$ cat src/rtl/src_bus_datapath_pkg.sv
// +----------------------------------------------------------------------+
// | Package   : src_dp_pkg                                               |
// | Purpose   : Shared types and constants for the Mini SRC datapath:    |
// |             ALU op encodings, memory FSM states, bus source order.   |
// | Revision  : 1.0  initial release                                     |
// +----------------------------------------------------------------------+
`default_nettype none

package src_dp_pkg;

  // ALU operation encodings driven by the control unit
  typedef enum logic [2:0] {
    ALU_ADD = 3'd0,
    ALU_SUB = 3'd1,
    ALU_AND = 3'd2,
    ALU_OR  = 3'd3,
    ALU_SHL = 3'd4,
    ALU_SHR = 3'd5,
    ALU_NEG = 3'd6,
    ALU_NOT = 3'd7
  } alu_op_e;

  // Memory handshake FSM states
  typedef enum logic [1:0] {
    MEM_IDLE = 2'd0,
    MEM_REQ  = 2'd1,
    MEM_DONE = 2'd2
  } mem_state_e;

  // Bus sources; the enum value is the bit position in the source-select vector
  typedef enum logic [3:0] {
    SRC_PC     = 4'd0,
    SRC_MDR    = 4'd1,
    SRC_ZHI    = 4'd2,
    SRC_ZLO    = 4'd3,
    SRC_HI     = 4'd4,
    SRC_LO     = 4'd5,
    SRC_INPORT = 4'd6,
    SRC_GPR    = 4'd7,
    SRC_BA     = 4'd8
  } bus_src_e;

  localparam int c_NUM_BUS_SRC = 9;

  // Bus priority, highest first
  localparam bus_src_e c_BUS_PRIO [c_NUM_BUS_SRC] = '{
    SRC_PC, SRC_MDR, SRC_ZHI, SRC_ZLO, SRC_HI, SRC_LO, SRC_INPORT, SRC_GPR, SRC_BA
  };

  // Number of out-strobes asserted at once
  function automatic logic [3:0] count_bus_src(input logic [c_NUM_BUS_SRC-1:0] sel);
    logic [3:0] cnt;
    cnt = '0;
    for (int i = 0; i < c_NUM_BUS_SRC; i++) begin
      cnt = cnt + {3'b000, sel[i]};
    end
    return cnt;
  endfunction

endpackage

`default_nettype wire

$ cat src/rtl/src_bus_datapath_if.sv
// +----------------------------------------------------------------------+
// | Interface : src_bus_datapath_if                                      |
// | Purpose   : Control strobes, bus observation and memory handshake    |
// |             signals of the datapath. slave = datapath view,          |
// |             master = control unit / memory view.                     |
// | Revision  : 1.0  initial release                                     |
// +----------------------------------------------------------------------+
`default_nettype none

interface src_bus_datapath_if #(
  parameter int DATA_W   = 32,
  parameter int NUM_REGS = 16,
  parameter int ADDR_W   = 9
);
  localparam int c_SEL_W = $clog2(NUM_REGS);

  logic [c_SEL_W-1:0] reg_sel_i;
  logic               reg_in_i, reg_out_i, ba_out_i;
  logic               pc_in_i, pc_out_i, inc_pc_i;
  logic               mar_in_i, mdr_in_i, mdr_out_i;
  logic               y_in_i, z_in_i, zhi_out_i, zlo_out_i;
  logic               hi_in_i, hi_out_i, lo_in_i, lo_out_i;
  logic               inport_out_i, outport_in_i;
  logic [2:0]         alu_op_i;
  logic               mem_rd_i, mem_wr_i;
  logic [DATA_W-1:0]  in_data_i;
  logic [DATA_W-1:0]  bus_out_o;
  logic [DATA_W-1:0]  out_data_o;
  logic               mem_busy_o, mem_done_o;
  logic               mem_req_o, mem_we_o;
  logic [ADDR_W-1:0]  mem_addr_o;
  logic [DATA_W-1:0]  mem_wdata_o;
  logic               mem_ack_i;
  logic [DATA_W-1:0]  mem_rdata_i;
  logic               bus_err_o;

  modport slave (
    input  reg_sel_i, reg_in_i, reg_out_i, ba_out_i,
    input  pc_in_i, pc_out_i, inc_pc_i, mar_in_i, mdr_in_i, mdr_out_i,
    input  y_in_i, z_in_i, zhi_out_i, zlo_out_i, hi_in_i, hi_out_i, lo_in_i, lo_out_i,
    input  inport_out_i, outport_in_i, alu_op_i, mem_rd_i, mem_wr_i, in_data_i,
    input  mem_ack_i, mem_rdata_i,
    output bus_out_o, out_data_o, mem_busy_o, mem_done_o, mem_req_o, mem_we_o,
    output mem_addr_o, mem_wdata_o, bus_err_o
  );

  modport master (
    output reg_sel_i, reg_in_i, reg_out_i, ba_out_i,
    output pc_in_i, pc_out_i, inc_pc_i, mar_in_i, mdr_in_i, mdr_out_i,
    output y_in_i, z_in_i, zhi_out_i, zlo_out_i, hi_in_i, hi_out_i, lo_in_i, lo_out_i,
    output inport_out_i, outport_in_i, alu_op_i, mem_rd_i, mem_wr_i, in_data_i,
    output mem_ack_i, mem_rdata_i,
    input  bus_out_o, out_data_o, mem_busy_o, mem_done_o, mem_req_o, mem_we_o,
    input  mem_addr_o, mem_wdata_o, bus_err_o
  );

endinterface

`default_nettype wire

$ cat src/rtl/src_bus_datapath_alu.sv
// +----------------------------------------------------------------------+
// | Module    : src_dp_alu                                               |
// | Purpose   : Combinational ALU. A = Y register, B = bus. Produces the |
// |             ZLO result and ZHI (carry/borrow for ADD/SUB, else 0).   |
// | Revision  : 1.0  initial release                                     |
// +----------------------------------------------------------------------+
`default_nettype none

module src_dp_alu
  import src_dp_pkg::*;
#(
  parameter int DATA_W = 32
) (
  input  logic [DATA_W-1:0] a_i,
  input  logic [DATA_W-1:0] b_i,
  input  alu_op_e           op_i,
  output logic [DATA_W-1:0] lo_o,
  output logic [DATA_W-1:0] hi_o
);

  localparam int c_SH_W = $clog2(DATA_W);

  logic [DATA_W:0]   w_sum;
  logic [DATA_W:0]   w_diff;
  logic [c_SH_W-1:0] w_sh;

  // Extra top bit holds carry out (ADD) or borrow (SUB, set when A < B)
  assign w_sum  = {1'b0, a_i} + {1'b0, b_i};
  assign w_diff = {1'b0, a_i} - {1'b0, b_i};
  assign w_sh   = b_i[c_SH_W-1:0];

  // Operation select; ZHI stays zero except for the carry/borrow ops
  always_comb begin
    lo_o = '0;
    hi_o = '0;
    unique case (op_i)
      ALU_ADD: begin
        lo_o = w_sum[DATA_W-1:0];
        hi_o = {{(DATA_W-1){1'b0}}, w_sum[DATA_W]};
      end
      ALU_SUB: begin
        lo_o = w_diff[DATA_W-1:0];
        hi_o = {{(DATA_W-1){1'b0}}, w_diff[DATA_W]};
      end
      ALU_AND: lo_o = a_i & b_i;
      ALU_OR:  lo_o = a_i | b_i;
      ALU_SHL: lo_o = a_i << w_sh;
      ALU_SHR: lo_o = a_i >> w_sh;
      ALU_NEG: lo_o = '0 - b_i;
      ALU_NOT: lo_o = ~b_i;
      default: lo_o = '0;
    endcase
  end

endmodule

`default_nettype wire

$ cat src/rtl/src_bus_datapath.sv
// +----------------------------------------------------------------------+
// | Module    : src_bus_datapath                                         |
// | Purpose   : Parametrised single-bus Mini SRC datapath: register file,|
// |             PC, MAR/MDR, Y/Z/HI/LO, I/O ports, bus mux, ALU and a    |
// |             req/ack memory handshake FSM tolerating wait states.     |
// | Options   : SRC_DP_BUS_CHECK_EN - build the sticky bus-contention    |
// |             flag; otherwise bus_err_o is tied low.                   |
// | Revision  : 1.0  initial release                                     |
// +----------------------------------------------------------------------+
`default_nettype none

module src_bus_datapath
  import src_dp_pkg::*;
#(
  parameter int                DATA_W   = 32,
  parameter int                NUM_REGS = 16,
  parameter int                ADDR_W   = 9,
  parameter logic [DATA_W-1:0] RESET_PC = '0
) (
  input  logic             clk,
  input  logic             rst_n,
  src_bus_datapath_if.slave dp
);

  logic [DATA_W-1:0] gpr_q [NUM_REGS];
  logic [DATA_W-1:0] pc_q, mdr_q, y_q, zhi_q, zlo_q, hi_q, lo_q;
  logic [DATA_W-1:0] inport_q, outport_q;
  logic [ADDR_W-1:0] mar_q;
  mem_state_e        state_q, state_d;
  logic              we_q, we_d;

  logic [DATA_W-1:0]        w_bus;
  logic [DATA_W-1:0]        w_alu_lo, w_alu_hi;
  logic [DATA_W-1:0]        w_gpr_rd;
  logic [c_NUM_BUS_SRC-1:0] w_src_sel;
  logic [DATA_W-1:0]        w_src_val [c_NUM_BUS_SRC];
  logic                     w_rd_load;

  assign w_gpr_rd = gpr_q[dp.reg_sel_i];

  assign w_src_sel[SRC_PC]     = dp.pc_out_i;
  assign w_src_sel[SRC_MDR]    = dp.mdr_out_i;
  assign w_src_sel[SRC_ZHI]    = dp.zhi_out_i;
  assign w_src_sel[SRC_ZLO]    = dp.zlo_out_i;
  assign w_src_sel[SRC_HI]     = dp.hi_out_i;
  assign w_src_sel[SRC_LO]     = dp.lo_out_i;
  assign w_src_sel[SRC_INPORT] = dp.inport_out_i;
  assign w_src_sel[SRC_GPR]    = dp.reg_out_i;
  assign w_src_sel[SRC_BA]     = dp.ba_out_i;

  assign w_src_val[SRC_PC]     = pc_q;
  assign w_src_val[SRC_MDR]    = mdr_q;
  assign w_src_val[SRC_ZHI]    = zhi_q;
  assign w_src_val[SRC_ZLO]    = zlo_q;
  assign w_src_val[SRC_HI]     = hi_q;
  assign w_src_val[SRC_LO]     = lo_q;
  assign w_src_val[SRC_INPORT] = inport_q;
  assign w_src_val[SRC_GPR]    = w_gpr_rd;
  // R0 reads as zero only when used as a base address
  assign w_src_val[SRC_BA]     = (dp.reg_sel_i == '0) ? '0 : w_gpr_rd;

  // Bus mux: walk from lowest to highest priority so the highest asserted source wins
  always_comb begin
    w_bus = '0;
    for (int i = c_NUM_BUS_SRC - 1; i >= 0; i--) begin
      if (w_src_sel[c_BUS_PRIO[i]]) begin
        w_bus = w_src_val[c_BUS_PRIO[i]];
      end
    end
  end

  src_dp_alu #(.DATA_W(DATA_W)) u_alu (
    .a_i  (y_q),
    .b_i  (w_bus),
    .op_i (alu_op_e'(dp.alu_op_i)),
    .lo_o (w_alu_lo),
    .hi_o (w_alu_hi)
  );

  // General-purpose register file; R0 is a real storage location
  always_ff @(posedge clk or negedge rst_n) begin
    if (!rst_n) begin
      for (int i = 0; i < NUM_REGS; i++) begin
        gpr_q[i] <= '0;
      end
    end else if (dp.reg_in_i) begin
      gpr_q[dp.reg_sel_i] <= w_bus;
    end
  end

  // Program counter: a bus load overrides the increment
  always_ff @(posedge clk or negedge rst_n) begin
    if (!rst_n) begin
      pc_q <= RESET_PC;
    end else if (dp.pc_in_i) begin
      pc_q <= w_bus;
    end else if (dp.inc_pc_i) begin
      pc_q <= pc_q + {{(DATA_W-1){1'b0}}, 1'b1};
    end
  end

  // Bus-loaded working registers and I/O port registers
  always_ff @(posedge clk or negedge rst_n) begin
    if (!rst_n) begin
      mar_q     <= '0;
      y_q       <= '0;
      zhi_q     <= '0;
      zlo_q     <= '0;
      hi_q      <= '0;
      lo_q      <= '0;
      inport_q  <= '0;
      outport_q <= '0;
    end else begin
      inport_q <= dp.in_data_i;
      if (dp.mar_in_i)     mar_q     <= w_bus[ADDR_W-1:0];
      if (dp.y_in_i)       y_q       <= w_bus;
      if (dp.hi_in_i)      hi_q      <= w_bus;
      if (dp.lo_in_i)      lo_q      <= w_bus;
      if (dp.outport_in_i) outport_q <= w_bus;
      if (dp.z_in_i) begin
        zlo_q <= w_alu_lo;
        zhi_q <= w_alu_hi;
      end
    end
  end

  // MDR: completing read data takes precedence over a same-cycle bus load
  always_ff @(posedge clk or negedge rst_n) begin
    if (!rst_n) begin
      mdr_q <= '0;
    end else if (w_rd_load) begin
      mdr_q <= dp.mem_rdata_i;
    end else if (dp.mdr_in_i) begin
      mdr_q <= w_bus;
    end
  end

  // Memory FSM state and latched direction
  always_ff @(posedge clk or negedge rst_n) begin
    if (!rst_n) begin
      state_q <= MEM_IDLE;
      we_q    <= 1'b0;
    end else begin
      state_q <= state_d;
      we_q    <= we_d;
    end
  end

  // Memory FSM next state and handshake outputs
  always_comb begin
    state_d        = state_q;
    we_d           = we_q;
    w_rd_load      = 1'b0;
    dp.mem_req_o   = 1'b0;
    dp.mem_we_o    = 1'b0;
    dp.mem_done_o  = 1'b0;
    dp.mem_busy_o  = (state_q != MEM_IDLE);
    unique case (state_q)
      MEM_IDLE: begin
        // A simultaneous read and write request is malformed and dropped
        if (dp.mem_rd_i ^ dp.mem_wr_i) begin
          state_d = MEM_REQ;
          we_d    = dp.mem_wr_i;
        end
      end
      MEM_REQ: begin
        dp.mem_req_o = 1'b1;
        dp.mem_we_o  = we_q;
        if (dp.mem_ack_i) begin
          w_rd_load = ~we_q;
          state_d   = MEM_DONE;
        end
      end
      MEM_DONE: begin
        dp.mem_done_o = 1'b1;
        state_d       = MEM_IDLE;
      end
      default: state_d = MEM_IDLE;
    endcase
  end

`ifdef SRC_DP_BUS_CHECK_EN
  logic bus_err_q;

  // Sticky contention flag: set when two or more sources drive the bus
  always_ff @(posedge clk or negedge rst_n) begin
    if (!rst_n) begin
      bus_err_q <= 1'b0;
    end else if (count_bus_src(w_src_sel) > 4'd1) begin
      bus_err_q <= 1'b1;
    end
  end

  assign dp.bus_err_o = bus_err_q;
`else
  assign dp.bus_err_o = 1'b0;
`endif

  assign dp.bus_out_o   = w_bus;
  assign dp.out_data_o  = outport_q;
  assign dp.mem_addr_o  = mar_q;
  assign dp.mem_wdata_o = mdr_q;

endmodule

`default_nettype wire

$ cat src/flat_wrapper.sv
// flat-port wrapper written by rule: the top's interface ports become plain ports
module src_bus_datapath_flat import src_dp_pkg::*;
#(
  parameter int                DATA_W   = 32,
  parameter int                NUM_REGS = 16,
  parameter int                ADDR_W   = 9,
  parameter logic [DATA_W-1:0] RESET_PC = '0
)
  (clk, rst_n, dp_reg_sel_i, dp_reg_in_i, dp_reg_out_i, dp_ba_out_i, dp_pc_in_i, dp_pc_out_i, dp_inc_pc_i, dp_mar_in_i, dp_mdr_in_i, dp_mdr_out_i, dp_y_in_i, dp_z_in_i, dp_zhi_out_i, dp_zlo_out_i, dp_hi_in_i, dp_hi_out_i, dp_lo_in_i, dp_lo_out_i, dp_inport_out_i, dp_outport_in_i, dp_alu_op_i, dp_mem_rd_i, dp_mem_wr_i, dp_in_data_i, dp_mem_ack_i, dp_mem_rdata_i, dp_bus_out_o, dp_out_data_o, dp_mem_busy_o, dp_mem_done_o, dp_mem_req_o, dp_mem_we_o, dp_mem_addr_o, dp_mem_wdata_o, dp_bus_err_o);
  src_bus_datapath_if #(.DATA_W(DATA_W), .NUM_REGS(NUM_REGS), .ADDR_W(ADDR_W)) dp_i ();
  input  logic clk;
  input  logic rst_n;
  input wire logic [$bits(dp_i.reg_sel_i)-1:0] dp_reg_sel_i;
  input wire logic [$bits(dp_i.reg_in_i)-1:0] dp_reg_in_i;
  input wire logic [$bits(dp_i.reg_out_i)-1:0] dp_reg_out_i;
  input wire logic [$bits(dp_i.ba_out_i)-1:0] dp_ba_out_i;
  input wire logic [$bits(dp_i.pc_in_i)-1:0] dp_pc_in_i;
  input wire logic [$bits(dp_i.pc_out_i)-1:0] dp_pc_out_i;
  input wire logic [$bits(dp_i.inc_pc_i)-1:0] dp_inc_pc_i;
  input wire logic [$bits(dp_i.mar_in_i)-1:0] dp_mar_in_i;
  input wire logic [$bits(dp_i.mdr_in_i)-1:0] dp_mdr_in_i;
  input wire logic [$bits(dp_i.mdr_out_i)-1:0] dp_mdr_out_i;
  input wire logic [$bits(dp_i.y_in_i)-1:0] dp_y_in_i;
  input wire logic [$bits(dp_i.z_in_i)-1:0] dp_z_in_i;
  input wire logic [$bits(dp_i.zhi_out_i)-1:0] dp_zhi_out_i;
  input wire logic [$bits(dp_i.zlo_out_i)-1:0] dp_zlo_out_i;
  input wire logic [$bits(dp_i.hi_in_i)-1:0] dp_hi_in_i;
  input wire logic [$bits(dp_i.hi_out_i)-1:0] dp_hi_out_i;
  input wire logic [$bits(dp_i.lo_in_i)-1:0] dp_lo_in_i;
  input wire logic [$bits(dp_i.lo_out_i)-1:0] dp_lo_out_i;
  input wire logic [$bits(dp_i.inport_out_i)-1:0] dp_inport_out_i;
  input wire logic [$bits(dp_i.outport_in_i)-1:0] dp_outport_in_i;
  input wire logic [$bits(dp_i.alu_op_i)-1:0] dp_alu_op_i;
  input wire logic [$bits(dp_i.mem_rd_i)-1:0] dp_mem_rd_i;
  input wire logic [$bits(dp_i.mem_wr_i)-1:0] dp_mem_wr_i;
  input wire logic [$bits(dp_i.in_data_i)-1:0] dp_in_data_i;
  input wire logic [$bits(dp_i.mem_ack_i)-1:0] dp_mem_ack_i;
  input wire logic [$bits(dp_i.mem_rdata_i)-1:0] dp_mem_rdata_i;
  output wire logic [$bits(dp_i.bus_out_o)-1:0] dp_bus_out_o;
  output wire logic [$bits(dp_i.out_data_o)-1:0] dp_out_data_o;
  output wire logic [$bits(dp_i.mem_busy_o)-1:0] dp_mem_busy_o;
  output wire logic [$bits(dp_i.mem_done_o)-1:0] dp_mem_done_o;
  output wire logic [$bits(dp_i.mem_req_o)-1:0] dp_mem_req_o;
  output wire logic [$bits(dp_i.mem_we_o)-1:0] dp_mem_we_o;
  output wire logic [$bits(dp_i.mem_addr_o)-1:0] dp_mem_addr_o;
  output wire logic [$bits(dp_i.mem_wdata_o)-1:0] dp_mem_wdata_o;
  output wire logic [$bits(dp_i.bus_err_o)-1:0] dp_bus_err_o;
  assign dp_i.reg_sel_i = dp_reg_sel_i;
  assign dp_i.reg_in_i = dp_reg_in_i;
  assign dp_i.reg_out_i = dp_reg_out_i;
  assign dp_i.ba_out_i = dp_ba_out_i;
  assign dp_i.pc_in_i = dp_pc_in_i;
  assign dp_i.pc_out_i = dp_pc_out_i;
  assign dp_i.inc_pc_i = dp_inc_pc_i;
  assign dp_i.mar_in_i = dp_mar_in_i;
  assign dp_i.mdr_in_i = dp_mdr_in_i;
  assign dp_i.mdr_out_i = dp_mdr_out_i;
  assign dp_i.y_in_i = dp_y_in_i;
  assign dp_i.z_in_i = dp_z_in_i;
  assign dp_i.zhi_out_i = dp_zhi_out_i;
  assign dp_i.zlo_out_i = dp_zlo_out_i;
  assign dp_i.hi_in_i = dp_hi_in_i;
  assign dp_i.hi_out_i = dp_hi_out_i;
  assign dp_i.lo_in_i = dp_lo_in_i;
  assign dp_i.lo_out_i = dp_lo_out_i;
  assign dp_i.inport_out_i = dp_inport_out_i;
  assign dp_i.outport_in_i = dp_outport_in_i;
  assign dp_i.alu_op_i = dp_alu_op_i;
  assign dp_i.mem_rd_i = dp_mem_rd_i;
  assign dp_i.mem_wr_i = dp_mem_wr_i;
  assign dp_i.in_data_i = dp_in_data_i;
  assign dp_i.mem_ack_i = dp_mem_ack_i;
  assign dp_i.mem_rdata_i = dp_mem_rdata_i;
  assign dp_bus_out_o = dp_i.bus_out_o;
  assign dp_out_data_o = dp_i.out_data_o;
  assign dp_mem_busy_o = dp_i.mem_busy_o;
  assign dp_mem_done_o = dp_i.mem_done_o;
  assign dp_mem_req_o = dp_i.mem_req_o;
  assign dp_mem_we_o = dp_i.mem_we_o;
  assign dp_mem_addr_o = dp_i.mem_addr_o;
  assign dp_mem_wdata_o = dp_i.mem_wdata_o;
  assign dp_bus_err_o = dp_i.bus_err_o;
  src_bus_datapath #(.DATA_W(DATA_W), .NUM_REGS(NUM_REGS), .ADDR_W(ADDR_W), .RESET_PC(RESET_PC)) u_core (.clk(clk), .rst_n(rst_n), .dp(dp_i));
endmodule
$ cat config.mk
export PLATFORM = sky130hd
export DESIGN_NAME = src_bus_datapath_flat
export DESIGN_NICKNAME = d
export VERILOG_FILES = /design/src/rtl/src_bus_datapath_pkg.sv /design/src/rtl/src_bus_datapath_if.sv /design/src/rtl/src_bus_datapath_alu.sv /design/src/rtl/src_bus_datapath.sv /design/src/flat_wrapper.sv
export SDC_FILE = /design/constraint.sdc
export NUM_CORES = 2
export LEC_CHECK = 0
export BUFFER_PORTS_ARGS = -buffer_cell sky130_fd_sc_hd__buf_2
export CORE_MARGIN = 2
export CORE_UTILIZATION = 35
export CTS_CLUSTER_DIAMETER = 50
export DETAILED_ROUTE_END_ITERATION = 16
export PLACE_DENSITY = 0.61
export SLEW_MARGIN = 25
export SYNTH_ARGS = -nofsm -noshare
export SYNTH_HDL_FRONTEND = slang
export SYNTH_SLANG_ARGS = --single-unit
$ cat constraint.sdc
create_clock -name clk -period 7.7 [get_ports clk]
set_input_delay 1.54 -clock clk [delete_from_list [all_inputs] [get_ports clk]]
set_output_delay 1.54 -clock clk [all_outputs]
set_load 0.02 [all_outputs]
==> run_results.csv <==
group,metric,value,unit
worst_setup_path,cpLargestDelayFamily,"buffers and inverters",
cells_and_area,layout-area-overhead-vs-synth,14.8,%
cells_and_area,layout.area.seq,19500,um^2
min_path,timing.hold.worst.start,"u_core.gpr_q[117]$_DFFE_PN0P_",
yosys,synthTopCellsByCount,"802 x sky130_fd_sc_hd__nand2_1, 781 x sky130_fd_sc_hd__dfrtp_1, 697 x sky130_fd_sc_hd__o21ai_0",
worst_setup_path,arrival_time_of_the_worst_setup_path,5.07,ns
yosys,synth.top_cells.by_area,"sky130_fd_sc_hd__dfrtp_1 44%, sky130_fd_sc_hd__o21ai_0 7.9%, sky130_fd_sc_hd__nand2_1 6.8%",
yosys,netlist.top_cell.by_area,"sky130_fd_sc_hd__dfrtp_1",
cells_and_area,fraction_of_the_core_area_covered_by_cells_at_the_end_of_the_flow,40.4,%
cells_and_area,n_fill_cell,12500,
worst_setup_path,critical_path_required,6.16,ns
clock_tree,cts_hold_buffers,0,
yosys,yosys.area_share.adder,3.44,%
cells_and_area,final_net_count,5071,
clock_tree,insertion_delay_to_the_later_sink_of_the_worst_skew_pair,0.73,ns
timing,report.final.setup_viol,0,
yosys,yosys.area.top_type_share,44.4,%
worst_setup_path,rr_startpoint,"u_core.dp.mem_wdata_o[6]$_DFFE_PN0P_",
yosys,synth.distinct_cells,103,
clock_tree,clock_sink_count,781,
clock_tree,cts-buffers-inserted,103,
worst_setup_path,path_buf_inv,4,
yosys,synth_top_family_by_area,"compound AO/OA/AOI/OAI gates",
floorplanning,core_area,125000,um^2
floorplanning,fp.dieH,359,um
routing,via_per_inst,5.86,
worst_setup_path,r2r_slack,2.00,ns
worst_setup_path,critPathMaxStageDelay,0.66,ns
timing,setup_total_negative_slack,0,ns
worst_setup_path,crit_chain,"buf_4 > buf_4 > mux4_1 > mux4_2 > a221oi_1 > nor3_1 > a21oi_1 > o21ai_1 > a21boi_2 > inv_1 > buf_2",
min_path,hold-path-cell-count,2,
routing,wire_per_inst,27.0,um
power,irDropWorstVdd,0.243,mV
clock_tree,cts.repair_timing.setup_buffer_count,0,
yosys,synth-seq-cells,781,
cells_and_area,multi_input_area,22200,um^2
floorplanning,die_x,359,um
yosys,synthMostInstantiatedCell,"sky130_fd_sc_hd__nand2_1",
worst_setup_path,worst_case_reg_to_reg_path_depth,16,
worst_setup_path,timing.rr.end,"u_core.zhi_q[0]$_DFFE_PN0P_",
clock_tree,cts_max_path_buffers,3,
timing,timing.final.hold_violations,0,
clock_tree,cts-root-buf,"sky130_fd_sc_hd__clkbuf_16",
yosys,muxShareOfSynthArea,11.2,%
yosys,post_synth_xor_area_fraction,2.11,%
min_path,min_delay_worst_endpoint,"u_core.gpr_q[117]$_DFFE_PN0P_",
worst_setup_path,crit_path_start_kind,"primary input",
timing,timing.final.max_slew_violations,0,
worst_setup_path,critPathMaxFanout,27,
yosys,edff_count_synth,0,
routing,drc,0,
cells_and_area,final_layout_size_suffix_gt1_share,16.1,%
worst_setup_path,crit_path_top_delay_cell,"sky130_fd_sc_hd__mux4_1",
timing,period_needed,6.61,ns
timing,holdWs,0.473,ns
timing,slew_headroom,24.0,%
yosys,ys_async_sr_fraction,100,%
timing,tightest_slew,1.14,ns
yosys,postSynthAreaPerCell,9.22,um^2
routing,num_vias,38600,
timing,rsz0062_at_grt,"false",
clock_tree,cts-resized-gates,0,
clock_tree,cts_htree_levels,3,
yosys,synthesis.yosys.warnings,0,
routing,route.antenna.remaining_nets,0,
yosys,number_of_nets_in_the_synthesized_netlist,4995,
power,pd_cells,334,nW/um^2
routing,drt-total-wl,178000,um
placed_design,finalWeightedCongestion,1.05,
run,number_of_violations_of_the_max_capacitance_limit,0,
grt,first_pass_grt_wire_length,261000,um
clock_tree,register_clock_pin_slew_on_the_reported_worst_setup_and_hold_paths,0.06,ns
min_path,worst_hold_path_type,"reg -> reg",
power,power.leakage,0.0225,uW
yosys,synth.cell_area,44100,um^2
placed_design,port-buffer-count,203,
routing,dr.first_iter.drc_count,4656,
floorplanning,start_util,35.2,%
timing,fin_worst_skew,0.0340,ns
grt,global_route.usage.total,27.4,%
worst_setup_path,cp-end-kind,"primary output",
yosys,synth_sequential_area_ratio,44.4,%
timing,period_utilisation_layout,85.8,%
yosys,syn_inst,4780,
worst_setup_path,critical_path.most_common_cell,"sky130_fd_sc_hd__buf_4",
grt,grt_remaining_overflow,0,
routing,dr.pass1.iters,8,
grt,first_global_vias,37700,
floorplanning,std_cell_rows,130,
clock_tree,cts_tree,"yes",
floorplanning,dieArea,129000,um^2
yosys,synth-main-ff-cell,"sky130_fd_sc_hd__dfrtp_1",
yosys,synth_compound_gate_area_share,19.7,%
grt,antenna_found_initial,13,
timing,max_freq,151,MHz
worst_setup_path,crit_type,"in -> out",
grt,pin_count_of_the_biggest_net_entering_global_routing,175,
placed_design,dp.final_hpwl,127000,um
floorplanning,num_io_pins,205,
run_status,run_status,"complete, no violations",
yosys,synthSimpleGateAreaFrac,13.7,%
power,total_power,16900,uW
worst reg2reg max path, stage by stage (launching register included):
cell and delay, ns:
sky130_fd_sc_hd__dfrtp_1 0.45, sky130_fd_sc_hd__a22o_1 0.23, sky130_fd_sc_hd__a2111oi_1 0.70, sky130_fd_sc_hd__nor3b_1 0.76, sky130_fd_sc_hd__or2_2 0.25, sky130_fd_sc_hd__inv_1 0.05, sky130_fd_sc_hd__ha_1 0.24, sky130_fd_sc_hd__or3_1 0.36
sky130_fd_sc_hd__o32a_1 0.37, sky130_fd_sc_hd__a21oi_1 0.31, sky130_fd_sc_hd__o21ai_0 0.38, sky130_fd_sc_hd__a41oi_1 0.46, sky130_fd_sc_hd__o21ai_0 0.25, sky130_fd_sc_hd__a31oi_1 0.30, sky130_fd_sc_hd__nor2b_1 0.09, sky130_fd_sc_hd__o31ai_1 0.20
sky130_fd_sc_hd__a31oi_1 0.12
kinds of logic (layout without fill, tap and decap cells):
logic type,count (synthesis),count (layout)
buf+inv,553,717
fa+ha+maj,120,120
simple gates,1413,1413
xor+xnor,106,106
mux,382,382
flops,781,781
compound gates,1424,1424
other cells,1,3
placed cells by master (no fill, tap or decap), types with 37 or more instances in the layout:
cell type                   Yosys  routed
sky130_fd_sc_hd__nor2_1       328     327
sky130_fd_sc_hd__xnor2_1       70      70
sky130_fd_sc_hd__a22oi_1       69      69
sky130_fd_sc_hd__a221oi_1      37      37
sky130_fd_sc_hd__nand2_1      802     786
sky130_fd_sc_hd__ha_1         118     118
sky130_fd_sc_hd__clkbuf_16      0     103
sky130_fd_sc_hd__inv_1        107     107
sky130_fd_sc_hd__o21ai_0      697     697
sky130_fd_sc_hd__mux2_2        59      59
sky130_fd_sc_hd__a21oi_1      236     236
sky130_fd_sc_hd__nor3_1        45      44
sky130_fd_sc_hd__nand3_1       52      52
sky130_fd_sc_hd__buf_4         51     195
sky130_fd_sc_hd__mux4_2        72      72
sky130_fd_sc_hd__dfrtp_1      781     781
sky130_fd_sc_hd__o22ai_1       40      40
sky130_fd_sc_hd__mux2i_1      243     243
sky130_fd_sc_hd__buf_2         38     199
metrics by stage:
step	instances	cell area, um^2	setup WS [ns]
after floorplan	4780	44100	0.730
after global placement	6400	46900	0.477
after detailed placement	6400	46900	0.495
after CTS	6593	50500	1.16
after global routing	6595	50600	0.938
final	6596	50600	1.09
cell type report:
class                   count  area share (%)
multi-input cells        3446            44.0
inverters                 119           0.884
flip-flops and latches    781            38.7
diodes                      2         0.00990
well taps                1650            4.08
clock inverters            57            1.43
repair buffers            405            5.29
clock buffers             136            5.64
registers in the layout, summed over array words and instances (netlist names), 2 cells and up:
signal,flops
u_core.lo_q,32
u_core.dp.out_data_o,32
u_core.state_q,2
u_core.y_q,32
u_core.dp.mem_wdata_o,32
u_core.gpr_q,512
u_core.pc_q,32
u_core.hi_q,32
u_core.zlo_q,32
u_core.dp.mem_addr_o,9
u_core.inport_q,32
metal layers:
| metal | wire length, um | vias up | share of wire [%] | track usage (%) |
|---|---|---|---|---|
| li1 | - | 17100 | - | - |
| met1 | 72900 | 19300 | 41 | 35.8 |
| met2 | 81600 | 1859 | 46 | 43.6 |
| met3 | 14400 | 432 | 8.1 | 5.71 |
| met4 | 9100 | 10 | 5.1 | 12.6 |
| met5 | 54 | - | 0.030 | 0 |
report_power, final:
group	leakage (uW)	internal [uW]	switching, uW
clock network	0.00174	2980	2020
registers	0.00975	5140	818
logic	0.0110	2100	3840
total	0.0225	10200	6680
worst max path at each step:
stage	from	end	slack, ns	cells after the start
after floorplan	dp_reg_sel_i[1]	u_core.zhi_q[0]$_DFFE_PN0P_	0.73	24
after global placement	dp_zlo_out_i	u_core.zhi_q[0]$_DFFE_PN0P_	0.48	17
after detailed placement	dp_zlo_out_i	u_core.zhi_q[0]$_DFFE_PN0P_	0.50	17
after CTS	dp_reg_sel_i[0]	dp_bus_out_o[31]	1.16	11
after global routing	dp_reg_sel_i[0]	dp_bus_out_o[31]	0.94	11
final	dp_reg_sel_i[0]	dp_bus_out_o[31]	1.09	11
No activity file was read; power rests on OpenSTA's default activity.
